**src/rtl/cam_stream_if.sv**
```systemverilog
// rtl/cam_stream_if.sv - DVP stream, pixel fetch port and frame status of the camera emulator
interface cam_stream_if;
    logic        pix_req;
    logic [9:0]  pix_x;
    logic [8:0]  pix_y;
    logic [11:0] pix_data;
    logic        vsync;
    logic        href;
    logic [7:0]  data;
    logic        frame_done;
    logic        busy;
    logic [7:0]  frame_cnt;

    modport master (
        output pix_req, pix_x, pix_y, vsync, href, data, frame_done, busy, frame_cnt,
        input  pix_data
    );

    modport slave (
        input  pix_req, pix_x, pix_y, vsync, href, data, frame_done, busy, frame_cnt,
        output pix_data
    );
endinterface

```
**src/rtl/cam_stream_gen.sv**
```systemverilog
// rtl/cam_stream_gen.sv - OV7670-style DVP camera stream generator (RGB444, two bytes per pixel)
module cam_stream_gen #(
    parameter int HWIDTH       = 640,
    parameter int VWIDTH       = 480,
    parameter int HBLANK       = 16,
    parameter int VSYNC_LINES  = 3,
    parameter int VBACK_LINES  = 17,
    parameter int VFRONT_LINES = 10
) (
    input  logic        pclk,
    input  logic        rst,
    input  logic        enable,
    input  logic [1:0]  pattern_sel,
    cam_stream_if.master cam
);
    localparam int LP      = 2 * HWIDTH + HBLANK;
    localparam int HW_BITS = $clog2(LP);

    localparam logic [HW_BITS-1:0] H_LAST    = HW_BITS'(LP - 1);
    localparam logic [HW_BITS-1:0] HACT_LAST = HW_BITS'(2 * HWIDTH - 1);
    localparam logic [9:0]         BAR_W     = 10'(HWIDTH / 8);

    localparam logic [2:0] S_IDLE   = 3'd0;
    localparam logic [2:0] S_VSYNC  = 3'd1;
    localparam logic [2:0] S_VBACK  = 3'd2;
    localparam logic [2:0] S_ACTIVE = 3'd3;
    localparam logic [2:0] S_VFRONT = 3'd4;

    logic [2:0]         state_q, state_d;
    logic [HW_BITS-1:0] hcnt_q, hcnt_d;
    logic [9:0]         vline_q, vline_d;
    logic [1:0]         sel_q, sel_d;
    logic [7:0]         frame_cnt_q, frame_cnt_d;
    logic [11:0]        pix_hold_q, pix_hold_d;
    logic               vsync_q, vsync_d;
    logic               href_q, href_d;
    logic [7:0]         data_q, data_d;
    logic               pix_req_q, pix_req_d;
    logic [9:0]         pix_x_q, pix_x_d;
    logic [8:0]         pix_y_q, pix_y_d;
    logic               frame_done_q, frame_done_d;
    logic               busy_q, busy_d;

    logic [9:0]  last_line;
    logic        end_line, end_state;
    logic [9:0]  x_d;
    logic [8:0]  y_d;
    logic [2:0]  bar;
    logic [11:0] pix_val;
    logic        act_d;

    // Line and frame sequencing: hcnt walks the line period, vline counts line periods per state
    always_comb begin
        state_d     = state_q;
        hcnt_d      = hcnt_q;
        vline_d     = vline_q;
        sel_d       = sel_q;
        frame_cnt_d = frame_cnt_q;
        case (state_q)
            S_VSYNC:  last_line = 10'(VSYNC_LINES - 1);
            S_VBACK:  last_line = 10'(VBACK_LINES - 1);
            S_ACTIVE: last_line = 10'(VWIDTH - 1);
            default:  last_line = 10'(VFRONT_LINES - 1);
        endcase
        end_line  = (hcnt_q == H_LAST);
        end_state = end_line && (vline_q == last_line);
        if (state_q == S_IDLE) begin
            if (enable) begin
                state_d = S_VSYNC;
                hcnt_d  = '0;
                vline_d = '0;
            end
        end else begin
            hcnt_d = end_line ? '0 : hcnt_q + 1'b1;
            if (end_line) begin
                vline_d = end_state ? '0 : vline_q + 1'b1;
            end
            if (end_state) begin
                case (state_q)
                    S_VSYNC: begin
                        state_d = S_VBACK;
                        sel_d   = pattern_sel;
                    end
                    S_VBACK:  state_d = S_ACTIVE;
                    S_ACTIVE: state_d = S_VFRONT;
                    S_VFRONT: begin
                        frame_cnt_d = frame_cnt_q + 8'd1;
                        state_d     = enable ? S_VSYNC : S_IDLE;
                    end
                    default:  state_d = S_IDLE;
                endcase
            end
        end
    end

    // Output stage: outputs are computed from the next position so they line up with the state registers
    always_comb begin
        act_d   = (state_d == S_ACTIVE);
        x_d     = 10'(hcnt_d >> 1);
        y_d     = 9'(vline_d);
        bar     = 3'(x_d / BAR_W);
        href_d  = act_d && (hcnt_d <= HACT_LAST);
        vsync_d = (state_d == S_VSYNC);
        busy_d  = (state_d != S_IDLE);
        frame_done_d = (state_d == S_VFRONT) && (hcnt_d == H_LAST)
                       && (vline_d == 10'(VFRONT_LINES - 1));
        pix_hold_d = pix_req_q ? cam.pix_data : pix_hold_q;

        case (bar)
            3'd0:    pix_val = 12'hFFF;
            3'd1:    pix_val = 12'hFF0;
            3'd2:    pix_val = 12'h0FF;
            3'd3:    pix_val = 12'h0F0;
            3'd4:    pix_val = 12'hF0F;
            3'd5:    pix_val = 12'hF00;
            3'd6:    pix_val = 12'h00F;
            default: pix_val = 12'h000;
        endcase
        case (sel_q)
            2'd0:    pix_val = hcnt_d[0] ? pix_hold_q : cam.pix_data;
            2'd2:    pix_val = {x_d[3:0], y_d[3:0], frame_cnt_q[3:0]};
            2'd3:    pix_val = (x_d[5] ^ y_d[5]) ? 12'hFFF : 12'h000;
            default: ;
        endcase
        data_d = '0;
        if (href_d) begin
            data_d = hcnt_d[0] ? pix_val[7:0] : {4'h0, pix_val[11:8]};
        end

        // Fetch one cycle ahead of byte0: inside the line, in the last blank cycle, or the last VBACK cycle
        pix_req_d = 1'b0;
        pix_x_d   = pix_x_q;
        pix_y_d   = pix_y_q;
        if (sel_q == 2'd0) begin
            if (act_d && hcnt_d[0] && (hcnt_d < HACT_LAST)) begin
                pix_req_d = 1'b1;
                pix_x_d   = 10'((hcnt_d + 1'b1) >> 1);
                pix_y_d   = y_d;
            end else if (act_d && (hcnt_d == H_LAST) && (vline_d != 10'(VWIDTH - 1))) begin
                pix_req_d = 1'b1;
                pix_x_d   = '0;
                pix_y_d   = y_d + 9'd1;
            end else if ((state_d == S_VBACK) && (hcnt_d == H_LAST)
                         && (vline_d == 10'(VBACK_LINES - 1))) begin
                pix_req_d = 1'b1;
                pix_x_d   = '0;
                pix_y_d   = '0;
            end
        end
    end

    // State and output registers with synchronous reset that aborts any frame in progress
    always_ff @(posedge pclk) begin
        if (rst) begin
            state_q      <= S_IDLE;
            hcnt_q       <= '0;
            vline_q      <= '0;
            sel_q        <= '0;
            frame_cnt_q  <= '0;
            pix_hold_q   <= '0;
            vsync_q      <= 1'b0;
            href_q       <= 1'b0;
            data_q       <= '0;
            pix_req_q    <= 1'b0;
            pix_x_q      <= '0;
            pix_y_q      <= '0;
            frame_done_q <= 1'b0;
            busy_q       <= 1'b0;
        end else begin
            state_q      <= state_d;
            hcnt_q       <= hcnt_d;
            vline_q      <= vline_d;
            sel_q        <= sel_d;
            frame_cnt_q  <= frame_cnt_d;
            pix_hold_q   <= pix_hold_d;
            vsync_q      <= vsync_d;
            href_q       <= href_d;
            data_q       <= data_d;
            pix_req_q    <= pix_req_d;
            pix_x_q      <= pix_x_d;
            pix_y_q      <= pix_y_d;
            frame_done_q <= frame_done_d;
            busy_q       <= busy_d;
        end
    end

    assign cam.vsync      = vsync_q;
    assign cam.href       = href_q;
    assign cam.data       = data_q;
    assign cam.pix_req    = pix_req_q;
    assign cam.pix_x      = pix_x_q;
    assign cam.pix_y      = pix_y_q;
    assign cam.frame_done = frame_done_q;
    assign cam.busy       = busy_q;
    assign cam.frame_cnt  = frame_cnt_q;
endmodule

```
**src/flat_wrapper.sv**
```systemverilog
// flat-port wrapper written by rule: the top's interface ports become plain ports
module cam_stream_gen_flat 
#(
    parameter int HWIDTH       = 640,
    parameter int VWIDTH       = 480,
    parameter int HBLANK       = 16,
    parameter int VSYNC_LINES  = 3,
    parameter int VBACK_LINES  = 17,
    parameter int VFRONT_LINES = 10
)
  (pclk, rst, enable, pattern_sel, cam_pix_req, cam_pix_x, cam_pix_y, cam_vsync, cam_href, cam_data, cam_frame_done, cam_busy, cam_frame_cnt, cam_pix_data);
  cam_stream_if cam_i ();
  input  logic pclk;
  input  logic rst;
  input  logic enable;
  input  logic [1:0] pattern_sel;
  output wire logic [$bits(cam_i.pix_req)-1:0] cam_pix_req;
  output wire logic [$bits(cam_i.pix_x)-1:0] cam_pix_x;
  output wire logic [$bits(cam_i.pix_y)-1:0] cam_pix_y;
  output wire logic [$bits(cam_i.vsync)-1:0] cam_vsync;
  output wire logic [$bits(cam_i.href)-1:0] cam_href;
  output wire logic [$bits(cam_i.data)-1:0] cam_data;
  output wire logic [$bits(cam_i.frame_done)-1:0] cam_frame_done;
  output wire logic [$bits(cam_i.busy)-1:0] cam_busy;
  output wire logic [$bits(cam_i.frame_cnt)-1:0] cam_frame_cnt;
  input wire logic [$bits(cam_i.pix_data)-1:0] cam_pix_data;
  assign cam_pix_req = cam_i.pix_req;
  assign cam_pix_x = cam_i.pix_x;
  assign cam_pix_y = cam_i.pix_y;
  assign cam_vsync = cam_i.vsync;
  assign cam_href = cam_i.href;
  assign cam_data = cam_i.data;
  assign cam_frame_done = cam_i.frame_done;
  assign cam_busy = cam_i.busy;
  assign cam_frame_cnt = cam_i.frame_cnt;
  assign cam_i.pix_data = cam_pix_data;
  cam_stream_gen #(.HWIDTH(HWIDTH), .VWIDTH(VWIDTH), .HBLANK(HBLANK), .VSYNC_LINES(VSYNC_LINES), .VBACK_LINES(VBACK_LINES), .VFRONT_LINES(VFRONT_LINES)) u_core (.pclk(pclk), .rst(rst), .enable(enable), .pattern_sel(pattern_sel), .cam(cam_i));
endmodule
```
**config.mk**
```make
export PLATFORM = sky130hd
export DESIGN_NAME = cam_stream_gen_flat
export DESIGN_NICKNAME = d
export VERILOG_FILES = /design/src/rtl/cam_stream_if.sv /design/src/rtl/cam_stream_gen.sv /design/src/flat_wrapper.sv
export SDC_FILE = /design/constraint.sdc
export NUM_CORES = 1
export LEC_CHECK = 0
export CORE_UTILIZATION = 40
export DETAILED_ROUTE_END_ITERATION = 6
export SETUP_SLACK_MARGIN = 0.4
export SLEW_MARGIN = 20
export SYNTH_ARGS = -nofsm -noshare
export SYNTH_HDL_FRONTEND = slang
export SYNTH_SLANG_ARGS = --single-unit
```
**constraint.sdc**
```tcl
create_clock -name pclk -period 5.05 [get_ports pclk]
set_input_delay 1.2625 -clock pclk [delete_from_list [all_inputs] [get_ports pclk]]
set_output_delay 1.2625 -clock pclk [all_outputs]
set_load 0.01 [all_outputs]
```
# After elaboration in Yosys (flattened, before gate mapping)
# Index checks and enable logic that the tools add are counted.
[totals]
register_bits = 78
inputBits = 17
output_inout_bits = 40
word_cells = 98
[op_classes]
add_sub_neg = 5
n_div = 1
n_lt_le_gt_ge = 2
eq_ne = 22
muxes = 27
bitwise = 5
n_reduce_logical = 21
[ops]
columns = ["cell", "count"]
rows = [
  ["$pmux W12 S7", 1],
  ["$mux W10", 7],
  ["$pmux W12 S3", 1],
  ["$mux W11", 3],
  ["$mux W9", 3],
  ["$pmux W9 S3", 1],
  ["$mux W12", 2],
  ["$add A11 B1 Y11 const B", 2],
  ["$eq A11 B11 Y1 const B", 2],
  ["$eq A3 B2 Y1 const B", 6],
  ["$eq A3 B3 Y1 const B", 5],
  ["$pmux W3 S4", 1],
  ["$le A11 B11 Y1 const B", 1],
  ["$lt A11 B11 Y1 const B", 1],
  ["$add A10 B1 Y10 const B", 1],
  ["$div A10 B7 Y10 const B", 1],
  ["$eq A10 B4 Y1 const B", 1],
  ["$eq A10 B5 Y1 const B", 1],
  ["$eq A10 B9 Y1", 1],
  ["$logic_and A1 B1 Y1", 10],
  ["$ne A10 B9 Y1 const B", 1],
  ["$add A9 B1 Y9 const B", 1],
  ["$eq A3 B1 Y1 const B", 3],
  ["$mux W3", 3],
  ["other kinds (13)", 24],
]

# Depth between registers and ports, before layout
# Gate-level depths: netlist of the first run.
[logic_depth]
word_depth = 12
mapped_depth = 17
depth_no_buf = 13

# Worst setup path after synthesis of the first run
# Ideal clock, no wire load.
[synth_timing]
path_type = "input -> register"
startpoint = "in enable"
endpoint = "reg u_core.pix_y_q[6], in the netlist u_core.cam.pix_y[6]"
setup_ns = 0.147
t_arrival_ns = 4.288
required_time_ns = 4.903
slack_ns = 0.615
path_stages = 16
path_buffers = 4
cell_sequence = "buf_2 > nor4_4 > nand2_1 > o21a_1 > buf_2 > inv_1 > clkbuf_1 > ha_1 > inv_1 > a2111oi_4 > nand4_1 > or4_1 > nor4b_2 > or3_4 > buf_6 > o32ai_1"
[synth_via]
elab_cells_between_ends = 26
cone_classes = "add/sub (1); order compare (1); eq/ne (5); mux (11); reduce/logical (8)"
[synth_rtl]
columns = ["item", "line", "text"]
rows = [
  ["start: declaration", "flat_wrapper.sv:15", "input logic enable;"],
  ["$mux W11 *", "cam_stream_gen.sv:68", "if (enable) begin"],
  ["$mux W11 *", "cam_stream_gen.sv:67", "if (state_q == S_IDLE) begin"],
  ["named net u_core.hcnt_d[0]", "cam_stream_gen.sv:30", "logic [HW_BITS-1:0] hcnt_q, hcnt_d;"],
  ["branches (longest 5 deep; another with $lt A11 B11 Y1)", "-", ""],
  ["end signal: assignment", "cam_stream_gen.sv:181", "pix_y_q <= pix_y_d;"],
  ["end: declaration", "cam_stream_gen.sv:40", "logic [8:0] pix_y_q, pix_y_d;"],
]
# Mark *: on every way through the listed nets, which the timed path passes.
# A chain may end at the register's enable or synchronous reset.

# Final worst setup path of the first run
[layout_timing]
startpoint = "in enable"
endpoint = "reg u_core.pix_x_q[2], in the netlist u_core.cam.pix_x[2]"
[layout_via]
elab_chain_len = 9
elab_cells_between_ends = 26
cone_classes = "add/sub (1); order compare (1); eq/ne (5); mux (11); reduce/logical (8)"
[layout_rtl]
columns = ["item", "line", "text"]
rows = [
  ["branches (longest 9 deep; another with $lt A11 B11 Y1)", "-", ""],
  ["end signal: assignment", "cam_stream_gen.sv:180", "pix_x_q <= pix_x_d;"],
  ["end: declaration", "cam_stream_gen.sv:39", "logic [9:0] pix_x_q, pix_x_d;"],
]
# Several ways; the timed one is not identified.

==> flow_summary.ini, run 1 <==
[finish]
area_growth_pct = 19.07
drive_gt1_share_pct = 10.53
diodes = 0
most-common-layout-cells = 85 x nor2_1, 78 x dfxtp_1, 59 x nand2_1
mostFrequentLayoutCell = nor2_1
nNetsFinal = 703
final_cell_area_sq_um = 6078
finalCoreUtilization_pct = 49.77

[logic_synthesis]
ys_types = 67
synthSimpleGateAreaFrac_pct = 27.84
seq_area_frac_synth_pct = 30.59
synth_edf_count = 0
synthMuxAreaShare_pct = 4.191
syn_inst = 644
synthXorXnorAreaFrac_pct = 6.005
yosys_warnings = 0
synthArstFlopShare_pct = 0
syn_area_sq_um = 5105
synth.net_count = 668
synth_top_family_by_area = simple AND/OR/NAND/NOR gates
postSynthAreaPerCell_sq_um = 7.927
ys_ff_latch = 78
yosys_most_used_dff = dfxtp_1
synth_compound_area_share_pct = 22.72
synth-adder-area-share_pct = 1.716

[placed_design]
port_buffers = 56
placed_area_sq_um = 5768
dpl.hpwl_um = 11430
gp_congestion = 0.9747

[clock_tree]
htreeDepth = 3
cts_setup_buffers = 0
hold_buffers = 0
cts_tree = yes
clockBufferDepth = 2
cts.clk_slew.worst_paths_ns = 0.06
postCtsResizedCells = 0
cts_sinks = 78
cts_buffers = 9
cts_root_buf = clkbuf_16
clk_latency_ns = 0.35

[critical_path]
max_stage_delay_ns = 0.53
path_delay_family = simple AND/OR/NAND/NOR gates
timing.rr.end = u_core.cam.pix_x[2]$_SDFFE_PP0P_
crit_path_end_kind = register
rr_startpoint = u_core.state_q[1]$_SDFF_PP0_
r2r_setup_slack_ns = 0.81
critPathBufInv = 2
cp_cell_sequence = clkdlybuf4s50_1 -> or4_1 -> buf_4 -> o21ai_0 -> a21oi_1 -> a2111oi_4 -> nand4_1 -> or4_1 -> nor4b_2 -> or3_4 -> o32ai_2
cp_common_cell = or4_1
r2r_cells = 10
critPathLaunchType = input pin
worstSetupPathType = in2reg
critPathSlowestCell = or4_1
cp_max_fo = 20
required_ns = 5.25
arrival_ns = 4.57

[timing]
rsz0062_at_grt = false
setup-tns-final_ns = 0
whs_ns = 0.4768
max_freq_ghz = 0.2290
maxSlewHeadroom_pct = 33.13
tightest_slew_ns = 1.002
min_period_over_period_pct = 86.46
final_hold_viol_count = 0
final-setup-viol-count = 0
skew_ns = 0.01080
drv_slew = 0
fin_crit_ns = 4.366

[worst_hold_path]
min_from = u_core.cam.pix_y[3]$_SDFFE_PP0P_
min_path_cells = 2
holdPathEnd = u_core.cam.pix_y[3]$_SDFFE_PP0P_
hold_class = reg2reg

[power_and_ir_drop]
ir_drop_mv = 0.1743
leakage_uw = 0.002011
p_per_area_nw_per_um2 = 232.6

[outcome]
status = complete, no violations

[die]
die_h_um = 115.0
start_util_pct = 41.80
die-width_um = 115.0
io_pins = 57
fp-row-count = 40
die-area_sq_um = 13220
core_sq_um = 12210

[route]
detail_route.wl_per_cell_um = 18.43
post_drt_via_cell_ratio = 5.810
drc = 0
vias = 4950
drt-initial-drc-count = 318
drtAntennaViolNets = 0
finalWirelength_um = 15700
drtPass1Iterations = 5

[global_route]
grt_pass1_wl_um = 25150
grt_pass1_vias = 4667
overflow = 0
grt_antenna_before_repair = 0
grtUsageTotal_pct = 24.98
grt_start_max_net_pins = 36

[job]
cap_violations = 0
==> area by class of cell <==
class	instances	area, sq um
clock buffers	12	256.5
clock inverters	4	53.80
fillers	1225	6133
inverters	31	116.4
multi-input cells	485	3189
flip-flops and latches	78	1562
well taps	168	210.2
repair buffers	74	690.7
==> worst max path at each step <==
stage          slack [ns]                                to  cells after the start  startpoint
2_1_floorplan        0.61  u_core.cam.pix_y[6]$_SDFFE_PP0P_                     16      enable
3_3_place_gp         0.44  u_core.cam.pix_x[3]$_SDFFE_PP0P_                     11      enable
3_5_place_dp         0.36  u_core.cam.pix_x[7]$_SDFFE_PP0P_                     11      enable
4_1_cts              0.72  u_core.cam.pix_x[2]$_SDFFE_PP0P_                     11      enable
5_1_grt              0.45  u_core.cam.pix_x[2]$_SDFFE_PP0P_                     11      enable
6_report             0.68  u_core.cam.pix_x[2]$_SDFFE_PP0P_                     11      enable
==> power breakdown <==
part	leakage, uW	total [uW]	switching [uW]	internal, uW
sequential	0.000629	623	5.06	618
combinational	0.00124	109	66.1	42.5
clock	0.000145	683	271	412
total	0.00201	1410	342	1070
==> tightest hold or removal path: cells and delay by family, from the launching register on <==
kind | cells | cell delay, ns
flip-flops | 1 | 0.31
buffers and inverters | 1 | 0.04
AO/OA/AOI/OAI | 1 | 0.07
==> state kept, by name, summed over array words and instances, names as in the netlist, 2 cells and up <==
name                  count
u_core.pix_hold_q        12
u_core.hcnt_q            11
u_core.cam.pix_x         10
u_core.vline_q           10
u_core.cam.pix_y          9
u_core.cam.data           8
u_core.cam.frame_cnt      8
u_core.state_q            3
u_core.sel_q              2
==> metal layers <==
layer	part of all wire, %	up-vias	track usage (%)
met4	2.9	0	10.74
met2	46	173	39.76
met1	45	2341	32.86
met3	5.6	28	4.955
met5	0	-	0
li1	-	2408	-
==> cell usage after synthesis, drive strengths merged (10+ instances only) <==
library cell,number,area share [%]
clkbuf,20,1.5
inv,31,2.3
nor2,85,6.3
a31oi,14,1.7
or3,10,1.4
nand3,21,2.1
mux2i,18,3.5
dfxtp,78,31
nand2,59,4.3
o21ai,19,1.9
a21oi,31,3.3
nor3,24,3.0
o32ai,18,5.0
xnor2,26,4.5
nand4,17,2.1
nor4,12,2.0
buf,30,3.2
a211oi,11,1.6
==> kinds of logic after synthesis <==
logic type	Yosys count
AND/OR/NAND/NOR	275
AO/OA/AOI/OAI	147
buffers and inverters	81
flip-flops	78
XOR/XNOR	35
multiplexers	21
adder cells (fa/ha/maj)	7
==> metrics by stage <==
stage	cells	setup WS, ns	total power (uW)
2_1_floorplan	644	0.6150	702.0
3_3_place_gp	836	0.4354	745.2
3_5_place_dp	836	0.3613	744.5
4_1_cts	852	0.7197	1428
5_1_grt	852	0.4494	1463
6_report	852	0.6836	1414
Power figures use the tool's default switching activity.
==> run 2: changes to the inputs <==
PLACE_DENSITY_LB_ADDON = 0.15   (was unset)
REMOVE_ABC_BUFFERS = 1   (was unset)
==> flow_summary.ini, run 2 (synthesized netlist as in run 1, its figures left out) <==
[placed_design]
dpl.hpwl_um = 11010
port_buffers = 56
gp_congestion = 0.8890
dpl_worst_slack_ns = 0.2758

[critical_path]
cp_cell_sequence = clkdlybuf4s50_1 -> or4_1 -> or3_4 -> a2111oi_4 -> nand4_1 -> or4_1 -> nor4b_2 -> or3_4 -> o32ai_2
cp_max_fo = 20
critPathLaunchType = input pin
critPathSlowestCell = or4_1
r2r_setup_slack_ns = 0.99
rr_startpoint = u_core.state_q[0]$_SDFF_PP0_
crit_path_end_kind = register
r2r_cells = 10
required_ns = 5.24
worstSetupPathType = in2reg
arrival_ns = 4.65
timing.rr.end = u_core.cam.pix_y[0]$_SDFFE_PP0P_
max_stage_delay_ns = 0.63

[power_and_ir_drop]
pwr-share-clk_pct = 46.7
p_sw_uw = 327.7
p_sw_share_pct = 23.98
ir_drop_mv = 0.1443
p_comb_share_pct = 7.8
internal_power_uw = 1039
seqPwrFrac_pct = 45.6
leakage_uw = 0.002002
p_per_area_nw_per_um2 = 226.2

[global_route]
grtUsageTotal_pct = 24.13
grt_antenna_before_repair = 0
grt_start_max_net_pins = 41
grt_pass1_wl_um = 24740
overflow = 0
grt_pass1_vias = 4702

[die]
io_pins = 57
die-area_sq_um = 13220
fp-row-count = 40
core_sq_um = 12210
start_util_pct = 41.80
die-width_um = 115.0
die_h_um = 115.0

[route]
vias = 4981
drt-initial-drc-count = 419
post_drt_via_cell_ratio = 5.860
drc = 0
detail_route.wl_per_cell_um = 17.87
finalWirelength_um = 15190
drtPass1Iterations = 5
drtAntennaViolNets = 0

[clock_tree]
clockBufferDepth = 2
htreeDepth = 3
postCtsResizedCells = 0
cts_buffers = 9
cts_sinks = 78
hold_buffers = 0
clk_latency_ns = 0.34
cts_setup_buffers = 0
cts.clk_slew.worst_paths_ns = 0.06
cts_root_buf = clkbuf_16
cts_tree = yes

[timing]
setup-tns-final_ns = 0
max_freq_ghz = 0.2244
fin_crit_ns = 4.456
final-setup-viol-count = 0
maxSlewHeadroom_pct = 41.25
setup_ws_ns = 0.5940
final_hold_viol_count = 0
tightest_slew_ns = 0.8800
min_period_over_period_pct = 88.24
drv_slew = 0
skew_ns = 0.008429
rsz0062_at_grt = false

[worst_hold_path]
holdPathEnd = u_core.cam.pix_y[2]$_SDFFE_PP0P_
hold_class = reg2reg
min_from = u_core.cam.pix_y[2]$_SDFFE_PP0P_
min_path_cells = 2

[finish]
nNetsFinal = 702
mostFrequentLayoutCell = nor2_1
reg_top3 = u_core.pix_hold_q: 12 flops, u_core.hcnt_q: 11 flops
top_register = u_core.pix_hold_q
finalCoreUtilization_pct = 49.48
most-common-layout-cells = 85 x nor2_1, 78 x dfxtp_1, 59 x nand2_1
drive_gt1_share_pct = 10.12
area_growth_pct = 18.36
largest_reg_flops = 12
diodes = 0

[job]
cap_violations = 0

[outcome]
status = complete, no violations
## run 2: how the worst max path moves through the flow
stage,from,end,cells past startpoint
finish,enable,u_core.cam.pix_x[5]$_SDFFE_PP0P_,9
CTS,enable,u_core.cam.pix_x[7]$_SDFFE_PP0P_,9
floorplan,enable,u_core.cam.pix_y[0]$_SDFFE_PP0P_,12
global route,enable,u_core.cam.pix_x[6]$_SDFFE_PP0P_,13
global placement,enable,u_core.cam.pix_x[5]$_SDFFE_PP0P_,9
detailed placement,enable,u_core.cam.pix_x[7]$_SDFFE_PP0P_,9
## run 2: power groups by stage
stage,logic [uW],registers [uW],clock network [uW]
finish,106,623,638
CTS,106,623,646
detailed placement,105,636,0
floorplan,52.7,636,0
global route,117,623,673
global placement,106,636,0
## run 2: critical path: cells and delay by family
kind	cells	cell delay, ns
AND/OR/NAND/NOR	6	2.47
AO/OA/AOI/OAI	2	0.46
buffers and inverters	1	0.44
## run 2: per-layer routing
metal	wire, um	up-vias	track usage [%]
met5	0	-	0
li1	-	2396	-
met1	7021	2360	32.97
met2	6761	200	37.67
met3	1115	25	4.797
met4	288	0	8.745
## run 2: through the flow
step	total power (uW)	hold WS [ns]	cells	area (sq um)
after floorplan	688.2	0.4602	594	4867
after global placement	742.5	0.4672	835	5761
after detailed placement	741.4	0.4689	835	5761
after CTS	1375	0.4780	850	6042
after global routing	1413	0.4962	850	6042
final	1367	0.4744	850	6042
## run 2: layout make-up
class / count / area, sq um
sequential: 78 / 1562
multi-input combinational: 485 / 3189
fill: 1226 / 6170
inverter: 31 / 116.4
tap: 168 / 210.2
clock buffer: 11 / 232.7
timing repair buffer: 73 / 683.2
clock inverter: 4 / 48.80
==> patch 1, RTL diff (settings of run 1) <==
`pix_y_q` no longer has a reset.
--- a/src/rtl/cam_stream_gen.sv
+++ b/src/rtl/cam_stream_gen.sv
@@ -165,3 +165,2 @@
             pix_x_q      <= '0;
-            pix_y_q      <= '0;
             frame_done_q <= 1'b0;
@@ -180,3 +179,2 @@
             pix_x_q      <= pix_x_d;
-            pix_y_q      <= pix_y_d;
             frame_done_q <= frame_done_d;
@@ -184,2 +182,6 @@
         end
+    end
+
+    always_ff @(posedge pclk) begin
+        pix_y_q <= pix_y_d;
     end
Behaviour: no difference found for any inputs over 10 cycles, from zero or initial values and one cycle with rst high; that may be too few to reach the edited logic, so the function may still have changed.
==> patch 1 against run 1 <==
  * Sequential power shrank 3%
  * Die area is 7.5% lower
  * Sequential cell count decreased by 4
  * Total power down 2.1%
  * Setup slack improved by 0.081 ns
  * Final cell count down 10%
  * Synthesized area fell by 7.7%
  * Final area shrank 5.8%
  * Global-route usage is 2.8 points lower
  * Routed wire length down 17%
  * Critical endpoint is now u_core.cam.data[3]
==> patch 1: results <==
group,metric,value,unit
grt,use_met1,29.05,%
clock_network,tritoncts.num_buffers,9,
synth,yosysSeqAreaShare,33.34,%
placement,placement.cell_area,5383,µm²
timing,worst_slew_pin_tran,1.043,ns
pwr,static_leakage,2.060,nW
grt,groute.layer.met2.usage,35.45,%
route,detail_route.wirelength,13000,µm
synth,area_share_of_xor_xnor_cells_in_the_synthesized_design,5.017,%
clock_network,cts-root-buf,"sky130_fd_sc_hd__clkbuf_16",
synth,synth_async_sr_flop_share,0,%
synth,yosys-top-cells-area,"sky130_fd_sc_hd__dfxtp_1 (28%), sky130_fd_sc_hd__edfxtp_1 (5.7%), sky130_fd_sc_hd__nor2_1 (5.6%), sky130_fd_sc_hd__mux2i_1 (4.5%), sky130_fd_sc_hd__nand2_1 (4.1%)",
clock_network,cts-root-to-sink-buffers,2,
synth,synth_mux_area_share,4.699,%
synth,synth.lib_cells_used.distinct,80,
pwr,irDropWorstVdd,0.0002410,V
route,drtPass1Iterations,4,
final_layout,drive_gt1_share,11.29,%
placement,dp_hpwl,9592,µm
route,met1Wirelength,5897,µm
grt,grt_start_max_net_pins,56,
synth,synth_compound_area_share,21.58,%
route,drtIter0Drc,332,
placement,place_worst_setup_slack,0.1652,ns
grt,grt_first_pass_wirelength,21620,µm
synth,synth.net_count,594,
route,wl_met2,6099,µm
clock_network,post_cts_setup_buffers,0,
route,via_count,4368,
placement,placedCellCount,746,
route,maxUsedRoutingLayer,"met4",
critical_path,maximum_single_stage_delay_on_the_critical_path,0.53,ns
critical_path,crit_slowest_cell,"sky130_fd_sc_hd__nor4_2",
route,avgViaCountPerCell,5.725,
final_layout,registers.top_by_ff_count,"u_core.hcnt_q",
timing,post_route_skew,0.005392,ns
grt,use_met3,5.269,%
final_layout,final_nets,639,
synth,synth_adder_area_share,2.283,%
outcome,status,"complete, no violations",
placement,routabilityCongestion,0.9081,
critical_path,highest_fanout_seen_on_the_critical_path,6,
grt,first_global_vias,4188,
critical_path,cp.arrival,4.51,ns
synth,synthTopCellsByCount,"sky130_fd_sc_hd__nor2_1 (70), sky130_fd_sc_hd__dfxtp_1 (65), sky130_fd_sc_hd__nand2_1 (51), sky130_fd_sc_hd__a21oi_1 (31), sky130_fd_sc_hd__mux2i_1 (21)",
final_layout,largest_register_ffs,11,
grt,globalRouteTotalUtil,22.18,%
final_layout,nFillCells,1108,
synth,synth_area_per_cell,8.269,µm²
clock_network,cts-htree-levels,3,
synth,edff_count_synth,9,
route,met3RoutedLength,723,µm
==> patch 1: changes by cell type in the layout (fill, tap and decap cells not counted), moves of 6 or more <==
cell	before	now
sky130_fd_sc_hd__nand2_1	59	51
sky130_fd_sc_hd__xnor2_1	26	13
sky130_fd_sc_hd__nor2_1	85	70
sky130_fd_sc_hd__edfxtp_1	0	9
sky130_fd_sc_hd__inv_1	31	20
sky130_fd_sc_hd__nand4_1	17	10
sky130_fd_sc_hd__a31oi_1	14	8
sky130_fd_sc_hd__o32ai_2	13	0
sky130_fd_sc_hd__dfxtp_1	78	65
==> patch 1: area by class of cell <==
| class | instances | area, µm² | area share [%] |
|---|---|---|---|
| multi-input cells | 433 | 2863 | 50.00 |
| flip-flops and latches | 74 | 1572 | 27.45 |
| repair buffers | 75 | 710.7 | 12.41 |
| clock buffers | 9 | 225.2 | 3.934 |
| well taps | 143 | 178.9 | 3.125 |
| clock inverters | 7 | 93.84 | 1.639 |
| inverters | 22 | 82.58 | 1.442 |
==> patch 1: worst paths after layout <==
path / from / endpoint / slack (ns) / cells after the start
setup reg to reg: u_core.state_q[0] / u_core.cam.pix_y[1] / 0.85 / 12
setup / recovery: enable / u_core.cam.data[3] / 0.76 / 12
hold reg to reg: u_core.cam.pix_x[5] / u_core.cam.pix_x[5] / 0.48 / 2
hold / removal: u_core.cam.pix_x[5] / u_core.cam.pix_x[5] / 0.48 / 2
==> patch 1: where the power goes <==
part	internal [mW]	total, mW	leakage (nW)	switching [mW]
clock network	0.431	0.680	0.151	0.249
logic	0.0431	0.102	1.28	0.0586
registers	0.597	0.603	0.629	0.00590
==> patch 2, RTL diff (flow settings as in run 1) <==
Made on the original files. `HBLANK` is set to 16 in 2 places; all go to 32.
--- a/src/rtl/cam_stream_gen.sv
+++ b/src/rtl/cam_stream_gen.sv
@@ -4,3 +4,3 @@
     parameter int VWIDTH       = 480,
-    parameter int HBLANK       = 16,
+    parameter int HBLANK       = 32,
     parameter int VSYNC_LINES  = 3,
--- a/src/flat_wrapper.sv
+++ b/src/flat_wrapper.sv
@@ -5,3 +5,3 @@
     parameter int VWIDTH       = 480,
-    parameter int HBLANK       = 16,
+    parameter int HBLANK       = 32,
     parameter int VSYNC_LINES  = 3,
Formal check against the unedited RTL: no difference found for any inputs over 10 cycles, from zero or initial values and one cycle with rst high; that may be too few to reach the edited logic, so the function may still have changed.
==> patch 2 against run 1 <==
  * Register-to-register slack worse by 0.06 ns
  * Setup slack better by 0.0092 ns
  * Non-clock buffer count shrank 2
  * Clock skew about the same
  * Routed wire length down 22%
  * Final area decreased by 14%
  * Sequential cell count decreased by 4
  * Total power down 15%
  * Synthesized area decreased by 15%
  * Largest cell class unchanged
  * Highest routed layer unchanged
==> patch 2: results <==
group,metric,value,unit
outcome,status,"complete, no violations",
timing,post_route_skew,0.01074,ns
placement,dp_hpwl,9081,µm
synth,yosysSeqAreaShare,34.20,%
placement,place_worst_setup_slack,0.2801,ns
grt,globalRouteTotalUtil,23.12,%
clock_network,worst_setup_hold_path_clk_slew,0.08,ns
final_layout,final_nets,589,
pwr,irDropWorstVdd,0.0002003,V
pwr,static_leakage,1.839,nW
grt,grt_first_pass_wirelength,20430,µm
final_layout,largest_register_ffs,11,
route,drtPass1Iterations,4,
synth,synth.lib_cells_used.distinct,80,
placement,routabilityCongestion,0.8969,
timing,worst_slew_pin_tran,1.029,ns
critical_path,crit_slowest_cell,"sky130_fd_sc_hd__clkdlybuf4s50_1",
route,via_count,4075,
synth,yosys-top-cells-area,"sky130_fd_sc_hd__dfxtp_1 (34%), sky130_fd_sc_hd__nor2_1 (5.6%), sky130_fd_sc_hd__xnor2_1 (3.8%), sky130_fd_sc_hd__mux2i_1 (3.7%), sky130_fd_sc_hd__a22o_1 (3.2%)",
final_layout,drive_gt1_share,8.070,%
critical_path,highest_fanout_seen_on_the_critical_path,9,
clock_network,post_cts_setup_buffers,0,
synth,synthTopCellsByCount,"sky130_fd_sc_hd__dfxtp_1 (74), sky130_fd_sc_hd__nor2_1 (65), sky130_fd_sc_hd__nand2_1 (37), sky130_fd_sc_hd__a21oi_1 (25)",
route,avgViaCountPerCell,5.772,
clock_network,clock_latency_late_sink,0.37,ns
placement,placedCellCount,690,
critical_path,cp.arrival,4.58,ns
synth,synth.net_count,539,
final_layout,registers.top_by_ff_count,"u_core.hcnt_q",
grt,first_global_vias,3969,
route,wl_per_cell,17.42,µm
synth,syn-instance-count,515,
pwr,p_sw,296.4,µW
grt,grt_start_max_net_pins,30,
route,drtIter0Drc,261,
## patch 2: cell types whose count changed in the layout (fill, tap and decap cells not counted), sizes merged, moves of 14 or more
cell	run 1	this run
inv	32	8
nor2	85	65
a22o	2	16
o32ai	18	0
nand2	59	37
## patch 2: worst max-delay path: cells and delay by family
family	cells	cell delay (ns)
AO/OA/AOI/OAI	6	1.97
AND/OR/NAND/NOR	3	0.76
buffers and inverters	1	0.57
## patch 2: worst paths after layout
path                  startpoint                   to  slack [ns]  cells past startpoint
min reg2reg  u_core.cam.pix_x[5]  u_core.cam.pix_x[5]        0.47                      1
max                       enable   u_core.cam.data[0]        0.69                     10
max reg2reg     u_core.hcnt_q[0]  u_core.cam.pix_x[4]        0.75                     15
min          u_core.cam.pix_x[5]  u_core.cam.pix_x[5]        0.47                      1
## patch 2: layer usage
metal  wire length [µm]  vias to the layer above  GRT usage, %
met2               5665                      106         36.51
met1               5821                     1941         30.57
met4                159                        0         8.036
li1                   -                     2012             -
met5                  0                        -             0
met3                650                       16         5.825
## patch 2: cells by family after synthesis
| family | share of synthesized area, % |
|---|---|
| compound gates | 24.50 |
| xor+xnor | 5.864 |
| fa+ha+maj | 2.253 |
| buf+inv | 4.391 |
| flops | 34.20 |
| mux | 3.697 |
| simple gates | 25.10 |
## patch 2: repair_timing
action	CTS	global route
hold buffers	0	0
resized for setup	0	1
endpoints found under the setup margin	0	1
## patch 2: cell type report
class | instances | area, µm²
clock buffers | 10 | 127.6
clock inverters | 6 | 90.09
fillers | 1033 | 5171
inverters | 9 | 33.78
multi-input cells | 399 | 2661
flip-flops and latches | 74 | 1481
well taps | 136 | 170.2
repair buffers | 72 | 680.7
## patch 2: per-stage QoR
step	util, %	cell area [µm²]
floorplan	-	4332
global placement	48.25	5026
detailed placement	48.25	5026
CTS	50.34	5244
global route	50.35	5245
finish	50.35	5245
## patch 2: power by group through the flow
| stage | Sequential, mW | Combinational, mW | Clock, mW |
|---|---|---|---|
| CTS | 0.589 | 0.0982 | 0.529 |
| floorplan | 0.602 | 0.0622 | 0 |
| global route | 0.590 | 0.108 | 0.554 |
| finish | 0.589 | 0.0984 | 0.516 |
| global placement | 0.603 | 0.0982 | 0 |
| detailed placement | 0.603 | 0.0979 | 0 |
